## config.mk

```make
export PLATFORM = sky130hd
export DESIGN_NAME = route_sequencer
export DESIGN_NICKNAME = d
export VERILOG_FILES = /design/src/rtl/route_sequencer.sv
export SDC_FILE = /design/constraint.sdc
export NUM_CORES = 1
export LEC_CHECK = 0
export CORE_MARGIN = 3
export CORE_UTILIZATION = 30
export CTS_BUF_LIST = sky130_fd_sc_hd__clkbuf_4 sky130_fd_sc_hd__clkbuf_8
export DETAILED_ROUTE_END_ITERATION = 8
export PLACE_DENSITY = 0.56
export SYNTH_ARGS = -nofsm -noshare
export SYNTH_HDL_FRONTEND = slang
export SYNTH_SLANG_ARGS = --single-unit
```

## constraint.sdc

```tcl
create_clock -name clk -period 4.5 [get_ports clk]
set_clock_uncertainty 0.2 [all_clocks]
set_input_delay 0.9 -clock clk [delete_from_list [all_inputs] [get_ports clk]]
set_output_delay 0.9 -clock clk [all_outputs]
set_load 0.01 [all_outputs]
```

## src/rtl/route_sequencer.sv

```systemverilog
// rtl/route_sequencer.sv - serialises a validated 4-slot quadrant map into one transfer command per cycle
// Build macro SKIP_IDENTITY_EN: slots whose map entry equals their own index emit no command.
module route_sequencer (
  input  logic       clk,
  input  logic       rst,
  input  logic       in_valid,
  output logic       in_ready,
  input  logic [1:0] map0,
  input  logic [1:0] map1,
  input  logic [1:0] map2,
  input  logic [1:0] map3,
  output logic       cmd_valid,
  input  logic       cmd_ready,
  output logic [1:0] cmd_src,
  output logic [1:0] cmd_dst,
  output logic       cmd_last,
  output logic       busy,
  output logic       done,
  output logic       err,
  output logic [7:0] job_count
);

  typedef enum logic [1:0] {IDLE, EMIT, DONE, ERR} state_t;

  state_t          state;
  logic [3:0][1:0] map_q;
  logic [3:0]      mask;

  logic [3:0][1:0] map_in;
  logic            perm_ok;
  logic [3:0]      cap_mask;
  logic [1:0]      cap_k;
  logic [1:0]      emit_k;
  logic [3:0]      next_mask;
  logic [1:0]      next_k;

  function automatic logic [1:0] lowest_bit(input logic [3:0] m);
    if (m[0])      return 2'd0;
    else if (m[1]) return 2'd1;
    else if (m[2]) return 2'd2;
    else           return 2'd3;
  endfunction

  function automatic logic single_bit(input logic [3:0] m);
    return (m != 4'd0) && ((m & (m - 4'd1)) == 4'd0);
  endfunction

  assign map_in  = {map3, map2, map1, map0};
  assign perm_ok = (map0 != map1) && (map0 != map2) && (map0 != map3) &&
                   (map1 != map2) && (map1 != map3) && (map2 != map3);

`ifdef SKIP_IDENTITY_EN
  assign cap_mask = {map3 != 2'd3, map2 != 2'd2, map1 != 2'd1, map0 != 2'd0};
`else
  assign cap_mask = 4'b1111;
`endif

  assign cap_k     = lowest_bit(cap_mask);
  assign emit_k    = lowest_bit(mask);
  assign next_mask = mask & ~(4'b0001 << emit_k);
  assign next_k    = lowest_bit(next_mask);

  // in_ready is held low for the whole reset window, not just until the next edge
  assign in_ready = (state == IDLE) && !rst;
  assign busy     = (state != IDLE);

  always_ff @(posedge clk or posedge rst) begin
    if (rst) begin
      state     <= IDLE;
      map_q     <= '0;
      mask      <= 4'd0;
      cmd_valid <= 1'b0;
      cmd_src   <= 2'd0;
      cmd_dst   <= 2'd0;
      cmd_last  <= 1'b0;
      done      <= 1'b0;
      err       <= 1'b0;
      job_count <= 8'd0;
    end else begin
      done <= 1'b0;
      err  <= 1'b0;
      case (state)
        IDLE: begin
          if (in_valid) begin
            map_q <= map_in;
            if (!perm_ok) begin
              state <= ERR;
              err   <= 1'b1;
              mask  <= 4'd0;
            end else if (cap_mask == 4'd0) begin
              state     <= DONE;
              done      <= 1'b1;
              mask      <= 4'd0;
              job_count <= job_count + 8'd1;
            end else begin
              state     <= EMIT;
              mask      <= cap_mask;
              cmd_valid <= 1'b1;
              cmd_src   <= map_in[cap_k];
              cmd_dst   <= cap_k;
              cmd_last  <= single_bit(cap_mask);
            end
          end
        end
        EMIT: begin
          // payload only advances on a handshake, so it holds while stalled
          if (cmd_ready) begin
            mask <= next_mask;
            if (next_mask == 4'd0) begin
              state     <= DONE;
              done      <= 1'b1;
              cmd_valid <= 1'b0;
              cmd_src   <= 2'd0;
              cmd_dst   <= 2'd0;
              cmd_last  <= 1'b0;
              job_count <= job_count + 8'd1;
            end else begin
              cmd_src  <= map_q[next_k];
              cmd_dst  <= next_k;
              cmd_last <= single_bit(next_mask);
            end
          end
        end
        DONE:    state <= IDLE;
        ERR:     state <= IDLE;
        default: state <= IDLE;
      endcase
    end
  end

endmodule

```

# [Word-level counts from Yosys, hierarchy flattened]
# Cells that the tools add are included.
[classes] n_addsub=2 order_cmp=1 eq_ne=13 shifts=1 mux=43 bitwise_logic=3 reduce_logical=21
[op_table] cell="$mux 2" count=17
[op_table] cell="$mux 1" count=16
[op_table] cell="$mux 4" count=3
[op_table] cell="$ne 2x2->1" count=6
[op_table] cell="$reduce_and 3->1" count=3
[op_table] cell="$add 8x1->8 const B" count=1
[op_table] cell="$and 4x4->4" count=2
[op_table] cell="$logic_not 4->1" count=2
[op_table] cell="$ne 2x2->1 const B" count=4
[op_table] cell="$pmux 2 s2" count=2
[op_table] cell="$pmux 4 s2" count=1
[op_table] cell="$logic_and 1x1->1" count=7
[op_table] cell="$pmux 2 s3" count=1
[op_table] cell="$reduce_and 5->1" count=1
[op_table] cell="$bmux 2 s2" count=1
[op_table] cell="$eq 2x2->1 const B" count=2
[op_table] cell="$not 4->4" count=1
[op_table] cell="$pmux 1 s2" count=2
[op_table] cell="$reduce_and 4->1" count=1
[op_table] cell="$reduce_bool 2->1" count=2
[op_table] cell="$reduce_bool 4->1" count=1
[op_table] cell="$shl 1x2->4 const A" count=1
[op_table] cell="$sub 4x1->4 const B" count=1
[op_table] cell="$lt 2x3->1 const B" count=1
[op_table] cell="other kinds (5)" count=5
[totals] reg_bits=30 input_bits=12 out_inout_bits=18 wordCells=97

# [Logic depth before layout (Yosys ltp)]
# Gate-level depths: netlist of run 1.
[logic_depth] depth_word=14 mapped_depth=7

# [Worst setup path before layout of run 1]
# No wires, ideal clock.
[synth_path] path_kind="input -> register" from="input map2[1]" to="register cmd_dst[1]" setup_ns=0.125 t_arrival_ns=1.921 slack_ns=2.255 cell_stages=5 cell_sequence="xor2_1 o22ai_1 nor3_2 o21a_2 mux2_2"
[synth_between] elab_chain_len=8 elab_cells_between_ends=10 classes_between="eq/ne (4); reduce/logical (6)"
[synth_lines] element="start, declared" line_no="10" text="input logic [1:0] map2,"
[synth_lines] element="$ne 2x2->1" line_no="49" text="assign perm_ok = (map0 != map1) && (map0 != map2) && (map0 != map3) &&"
[synth_lines] element="$logic_and 1x1->1 (3 in a row)" line_no="49"
[synth_lines] element="$logic_and 1x1->1" line_no="50" text="(map1 != map2) && (map1 != map3) && (map2 != map3);"
[synth_lines] element="$logic_and 1x1->1 *" line_no="50"
[synth_lines] element="$ne 2x2->1 (no source line) *"
[synth_lines] element="$reduce_and 4->1 (no source line) *"
[synth_lines] element="end signal, assigned" line_no="100" text="cmd_dst <= cap_k;"
[synth_lines] element="end signal, assigned" line_no="119" text="cmd_dst <= next_k;"
[synth_lines] element="end, declared" line_no="15" text="output logic [1:0] cmd_dst,"
# Every way passes the cells marked *; elsewhere a longest branch is shown, timed or not.
# A chain may end at the register's enable or synchronous reset.

# [Worst setup path in the final report of run 1]
[layout_path] from="input rst" to="output in_ready"
[layout_between] elab_chain_len=2
[layout_lines] element="start, declared" line_no="5" text="input logic rst,"
[layout_lines] element="$logic_not 1->1 (no source line)"
[layout_lines] element="$logic_and 1x1->1" line_no="64" text="assign in_ready = (state == IDLE) && !rst;"
[layout_lines] element="end, declared" line_no="7" text="output logic in_ready,"
# Every way passes these cells.

==> reports/summary.txt, run 1 <==
Comb power frac -> 0.412
Slew @ Worst Pin -> 1060 ps
Simple-gate share of the synthesized area -> 0.172
Final setup fails -> 0
Synth Area in XOR/XNOR -> 0.115
Hold_sp -> job_count[7]$_DFFE_PP0P_
Storage element area -> 701 µm²
Crit path max fanout -> 2
Max_cap viols -> 0
Antenna Cells -> 0
Htree depth -> 1
Synth Area in Compound Gates -> 0.110
Most used flip-flop cell after synthesis -> dfrtp_1
Fin crit share -> 0.682
Worst Hold Slack -> 291 ps
Core Rows -> 25
Count of cell types in the netlist -> 35
Final Power -> 1.11 mW
Critical Path RT -> 3400 ps
Sequence of cells on the critical path -> clkdlybuf4s50_1 -> nor2_1 -> clkdlybuf4s50_1
Initial Util -> 0.317
Setup CP Type -> input pin to output port
Congestion Overflow GR -> 0
Die area -> 5980 µm²
Peak supply drop -> 0.283 mV
CP startpoint kind -> input pin
Post-Synthesis Cell Area -> 1530 µm²
Routed WL -> 3.17 mm
Number of buffers created by CTS -> 3
Residual DRC -> 0
Hold path depth -> 1
Final setup TNS -> 0 ps
Final Slew Violations -> 0
Pwr per Cell Area -> 567 nW/µm²
Hold Fails Final Rpt -> 0
1st-iter DRT viols -> 69
RR Startpoint -> mask[0]$_DFFE_PP0P_
Drt first pass iters -> 4
Rel. slew slack -> 0.292
Switching power -> 0.403 mW
DR vias -> 1182
Crit path largest cell delay -> 540 ps
Crit. End Element -> output port
Crit path DAT -> 1970 ps
Reg-to-reg critical path endpoint -> job_count[7]$_DFFE_PP0P_
Clock Power Share -> 0.180
Number of flops mapped to enable cells by yosys -> 0
Mux share of post-synthesis cell area -> 0.0950
Initial antenna violation count -> 0
Fill cell count -> 478
YS warnings -> 0
CTS Hold Bufs -> 0
Status -> complete, no violations
Minimum clock period -> 3070 ps
Cell count after synthesis -> 152
Die height -> 77.4 µm
Syn Nets -> 165
Reg2Reg Setup Slack -> 2390 ps
Clk sinks -> 28
Pin count of the biggest net entering global routing -> 29
Ys async rst share -> 1.00
Share of power burned in registers -> 0.408
I/O pin count -> 30
Switching part of the total -> 0.365
Cts repair resizes -> 0
Slowest CP cell -> clkdlybuf4s50_1
Syn avg cell area -> 10.1 µm²
Nets -> 194
Post-route ant nets -> 0
Post-Synth Adder-Cell Area -> 0.0156
Worst-path clk slew -> 100 ps
Hold Path End -> job_count[7]$_DFFE_PP0P_
Sequential-to-total area share from yosys stat -> 0.459
Via density -> 4.79
Finished Layout Cells -> 247
Peak Freq -> 0.326 GHz
Multi-input logic area -> 774 µm²
Area Overhead vs Synth -> 27.7%
P_int -> 0.702 mW
Tot GR Track Use -> 0.115
Post-layout util -> 0.405
Pleak -> 0.844 nW
TritonCTS clock tree -> built
Largest family of logic cells by synthesized area -> simple AND/OR/NAND/NOR gates
GPL Wtd Cong -> 0.791
WL/cell -> 12.8 µm
Most frequent CP cell -> clkdlybuf4s50_1
IO buf count -> 29
Postcts setup bufs -> 0
Global-route wire length before repair -> 5.65 mm
Root buf cell -> clkbuf_8
Inst Count DP -> 243
Core box area -> 4820 µm²
Worst hold path type -> flop to flop
Worst R2R Path Depth -> 5
RSZ-0062 raised after global routing -> false
Chip width -> 77.4 µm
Bufs on Longest Clock Path -> 2
Synthesized flop and latch total -> 28
DPL Wire Length -> 2.37 mm
Number of global-route vias before repair -> 1199
Layout cells sized above 1 -> 0.128
Clk_lat worst skew -> 270 ps
==> Yosys cell counts, types with 2 or more instances <==
library cell / instances / area share
xnor2_1: 4 / 0.023
o21ai_0: 7 / 0.023
nor2_1: 10 / 0.025
inv_1: 7 / 0.017
nand3_1: 4 / 0.013
xor2_1: 16 / 0.092
buf_2: 3 / 0.0098
nand4_1: 2 / 0.0082
nand2_1: 19 / 0.047
a21oi_1: 8 / 0.026
nand3b_1: 2 / 0.0098
clkbuf_1: 2 / 0.0049
o22ai_1: 4 / 0.016
a31oi_1: 3 / 0.012
nor3_1: 3 / 0.0098
dfrtp_1: 28 / 0.46
mux2_1: 2 / 0.015
mux2_2: 10 / 0.074
nor2b_1: 2 / 0.0082
==> sequential cells by signal, indices dropped and copies added, names as in the netlist <==
register	cells
state	2
map_q	6
cmd_src	2
cmd_last	1
job_count	8
mask	4
cmd_dst	2
done	1
cmd_valid	1
err	1
==> cell families after synthesis <==
family,after synthesis
AO/OA/AOI/OAI,27
XOR/XNOR,20
adder cells (fa/ha/maj),2
buffers and inverters,13
flip-flops,28
multiplexers,13
AND/OR/NAND/NOR,49
==> area by class of cell <==
| class | count | share of cell area |
|---|---|---|
| Timing Repair Buffer | 29 | 0.149 |
| Multi-Input combinational cell | 111 | 0.397 |
| Clock buffer | 3 | 0.0212 |
| Clock inverter | 1 | 0.0154 |
| Sequential cell | 28 | 0.359 |
| Inverter | 8 | 0.0154 |
| Tap cell | 67 | 0.0430 |
==> layout by cell type (no fill, tap or decap), types with 7 or more instances in the layout <==
cell / Yosys / routed
clkdlybuf4s50_1: 0 / 29
dfrtp_1: 28 / 28
mux2_2: 10 / 10
o21ai_0: 7 / 7
a21oi_1: 8 / 8
inv_1: 7 / 7
nor2_1: 10 / 10
xor2_1: 16 / 16
nand2_1: 19 / 19
==> layer usage <==
metal  wire length [µm]  track usage
met5                  0            0
met4                 42       0.0374
met3                137       0.0290
met2               1530        0.191
met1               1460        0.146
==> worst max-delay path by stage <==
stage                       start                     end  depth (start not counted)
after floorplan           map2[1]  cmd_dst[1]$_DFFE_PP0P_                          5
after global placement    map3[0]  cmd_src[1]$_DFFE_PP0P_                          6
after detailed placement      rst                in_ready                          3
after CTS                     rst                in_ready                          3
after global routing          rst                in_ready                          3
final                         rst                in_ready                          3
==> stage by stage <==
| stage | area, µm² | setup slack, ps |
|---|---|---|
| 2_1_floorplan | 1530 | 2250 |
| 3_3_place_gp | 1880 | 1440 |
| 3_5_place_dp | 1880 | 1410 |
| 6_report | 1950 | 1430 |
| 4_1_cts | 1950 | 1410 |
| 5_1_grt | 1950 | 1390 |
==> critical path, delay by kind of cell <==
| family | cells | cell delay, ps |
|---|---|---|
| and+or+nand+nor | 1 | 110 |
| buffers and inverters | 2 | 960 |
==> power by group through the flow <==
stage / logic, mW / registers (mW) / clock network, mW
final: 0.456 / 0.451 / 0.199
after global routing: 0.505 / 0.468 / 0.214
after CTS: 0.462 / 0.451 / 0.203
after detailed placement: 0.459 / 0.455 / 0
after global placement: 0.451 / 0.450 / 0
after floorplan: 0.309 / 0.426 / 0
Note: power is estimated with default switching activity, not from simulation.
==> inputs of run 2 (changes only) <==
Clock period 4.5 ns to 3.05 ns, I/O delays scaled along.
==> reports/summary.txt, run 2 (synthesis gave the netlist of run 1 again) <==
Number of buffers created by CTS -> 3 (unchanged)
DPL Wire Length -> 2.43 mm (+2.4%)
Global-route wire length before repair -> 5.66 mm (+0.23%)
Slew @ Worst Pin -> 630 ps (-430 ps)
Delay-heaviest family, CP -> buffers and inverters
TritonCTS clock tree -> built
Crit path largest cell delay -> 540 ps (about the same)
Post-route ant nets -> 0 (unchanged)
Die area -> 5980 µm² (unchanged)
Clock Power Share -> 0.180 (about the same)
Chip width -> 77.4 µm (unchanged)
Area Overhead vs Synth -> 28.2%
Residual DRC -> 0 (unchanged)
Commonest non-fill, non-tap cell in the layout -> clkdlybuf4s50_1
Number of global-route vias before repair -> 1233 (+2.8%)
Drt first pass iters -> 4 (unchanged)
Post-DP Area -> 1890 µm² (+0.40%)
RSZ-0062 raised after global routing -> false
Crit path DAT -> 1720 ps (-250 ps)
Layout cells sized above 1 -> 0.133 (+0.00482)
Sequence of cells on the critical path -> nor2_1 -> inv_1 -> nor2_1 -> clkdlybuf4s50_1
Worst-path clk slew -> 100 ps (about the same)
Most frequent cells in the layout -> clkdlybuf4s50_1, dfrtp_1, nand2_1
Setup slack after layout -> 521 ps (-908 ps)
Final Slew Violations -> 0 (unchanged)
Comb power frac -> 0.412 (about the same)
Fin crit share -> 0.829
Final setup fails -> 0 (unchanged)
Fill cell count -> 490 (+2.5%)
Share of power burned in registers -> 0.408 (about the same)
Rel. slew slack -> 0.579 (+0.287)
Inst Count DP -> 244 (+0.41%)
Die height -> 77.4 µm (unchanged)
Routed WL -> 3.26 mm (+2.8%)
DR vias -> 1193 (+0.93%)
Crit path max fanout -> 8 (+6)
Max reg flops -> 8 (unchanged)
Crit. End Element -> output port
Pwr per Cell Area -> 835 nW/µm² (+47%)
Antenna Cells -> 0 (unchanged)
Pleak -> 0.849 nW (+0.57%)
Worst hold path type -> flop to flop
Critical Path RT -> 2240 ps (-1160 ps)
Core box area -> 4820 µm² (unchanged)
Max_cap viols -> 0 (unchanged)
Cts repair resizes -> 0 (unchanged)
Initial Util -> 0.317 (unchanged)
Htree depth -> 1 (unchanged)
Clk_lat worst skew -> 280 ps (about the same)
Postcts setup bufs -> 0 (unchanged)
Switching power -> 0.598 mW (+48%)
Post-layout util -> 0.406 (+0.00156)
Finished Layout Cells -> 248 (+0.40%)
Slowest CP cell -> clkdlybuf4s50_1
Minimum clock period -> 2530 ps
1st-iter DRT viols -> 77 (+12%)
Hold Fails Final Rpt -> 0 (unchanged)
Final setup TNS -> 0 ps (unchanged)
Initial antenna violation count -> 0 (unchanged)
Pin count of the biggest net entering global routing -> 29 (unchanged)
Clk sinks -> 28 (unchanged)
Via density -> 4.81 (+0.52%)
Setup CP Type -> flop to output port
Worst Path Buf+Inv -> 2 (unchanged)
Peak Freq -> 0.395 GHz
I/O pin count -> 30 (unchanged)
GPL Wtd Cong -> 0.844 (+6.7%)
Core Rows -> 25 (unchanged)
CTS Hold Bufs -> 0 (unchanged)
IO buf count -> 29 (unchanged)
Tot GR Track Use -> 0.117 (+0.00192)
CP startpoint kind -> flop
Largest registers -> job_count (8), map_q (6), mask (4)
Status -> complete, no violations
Setup WS pre-CTS -> 268 ps (-1140 ps)
Bufs on Longest Clock Path -> 2 (unchanged)
P_int -> 1.04 mW (+48%)
WL/cell -> 13.1 µm (+2.4%)
Root buf cell -> clkbuf_8
Peak supply drop -> 0.384 mV (+36%)
Largest Register -> job_count
Most frequent CP cell -> nor2_1
Nets -> 195 (+0.52%)
Post-route cell area -> 1960 µm² (+0.39%)
Switching part of the total -> 0.366 (+0.00117)
Congestion Overflow GR -> 0 (unchanged)
[run 2: changes by cell type in the layout (fill, tap and decap cells not counted)]
cell / delta
buf_4: +1
[run 2: area by class of cell]
class	instances	area (µm²)	share of cell area
clock buffers	3	41.3	0.0211
multi-input cells	111	774	0.396
repair buffers	30	298	0.152
clock inverters	1	30.0	0.0153
well taps	67	83.8	0.0428
flip-flops and latches	28	701	0.358
inverters	8	30.0	0.0153
[run 2: routing by layer]
layer / part of all wire / wire [µm] / track usage
met1: 0.44 / 1420 / 0.143
met2: 0.49 / 1580 / 0.191
met3: 0.055 / 179 / 0.0325
met4: 0.023 / 76 / 0.0534
met5: 0 / 0 / 0
[run 2: final timing paths]
path                                     startpoint                        to  slack [ps]  depth (start not counted)
max                            state[0]$_DFFE_PP0P_                  in_ready         520                          4
max reg2reg                     mask[0]$_DFFE_PP0P_  job_count[7]$_DFFE_PP0P_         980                          5
min                        job_count[7]$_DFFE_PP0P_  job_count[7]$_DFFE_PP0P_         280                          1
min in group asynchronous                       rst  job_count[0]$_DFFE_PP0P_         520                          3
min reg2reg                job_count[7]$_DFFE_PP0P_  job_count[7]$_DFFE_PP0P_         280                          1
max in group asynchronous                       rst      map_q[7]$_DFFE_PP0P_        1870                          3
[run 2: power groups by stage]
stage               clock network, mW  registers [mW]  logic (mW)
detailed placement                  0           0.672       0.682
finish                          0.294           0.668       0.674
global placement                    0           0.669       0.667
floorplan                           0           0.629       0.456
global route                    0.317           0.691       0.746
CTS                             0.301           0.669       0.686
[run 2: per-stage QoR]
step | total power [mW] | hold slack [ps]
after CTS | 1.66 | 280
after floorplan | 1.08 | 279
final | 1.64 | 277
after detailed placement | 1.35 | 261
after global routing | 1.75 | 284
after global placement | 1.34 | 258
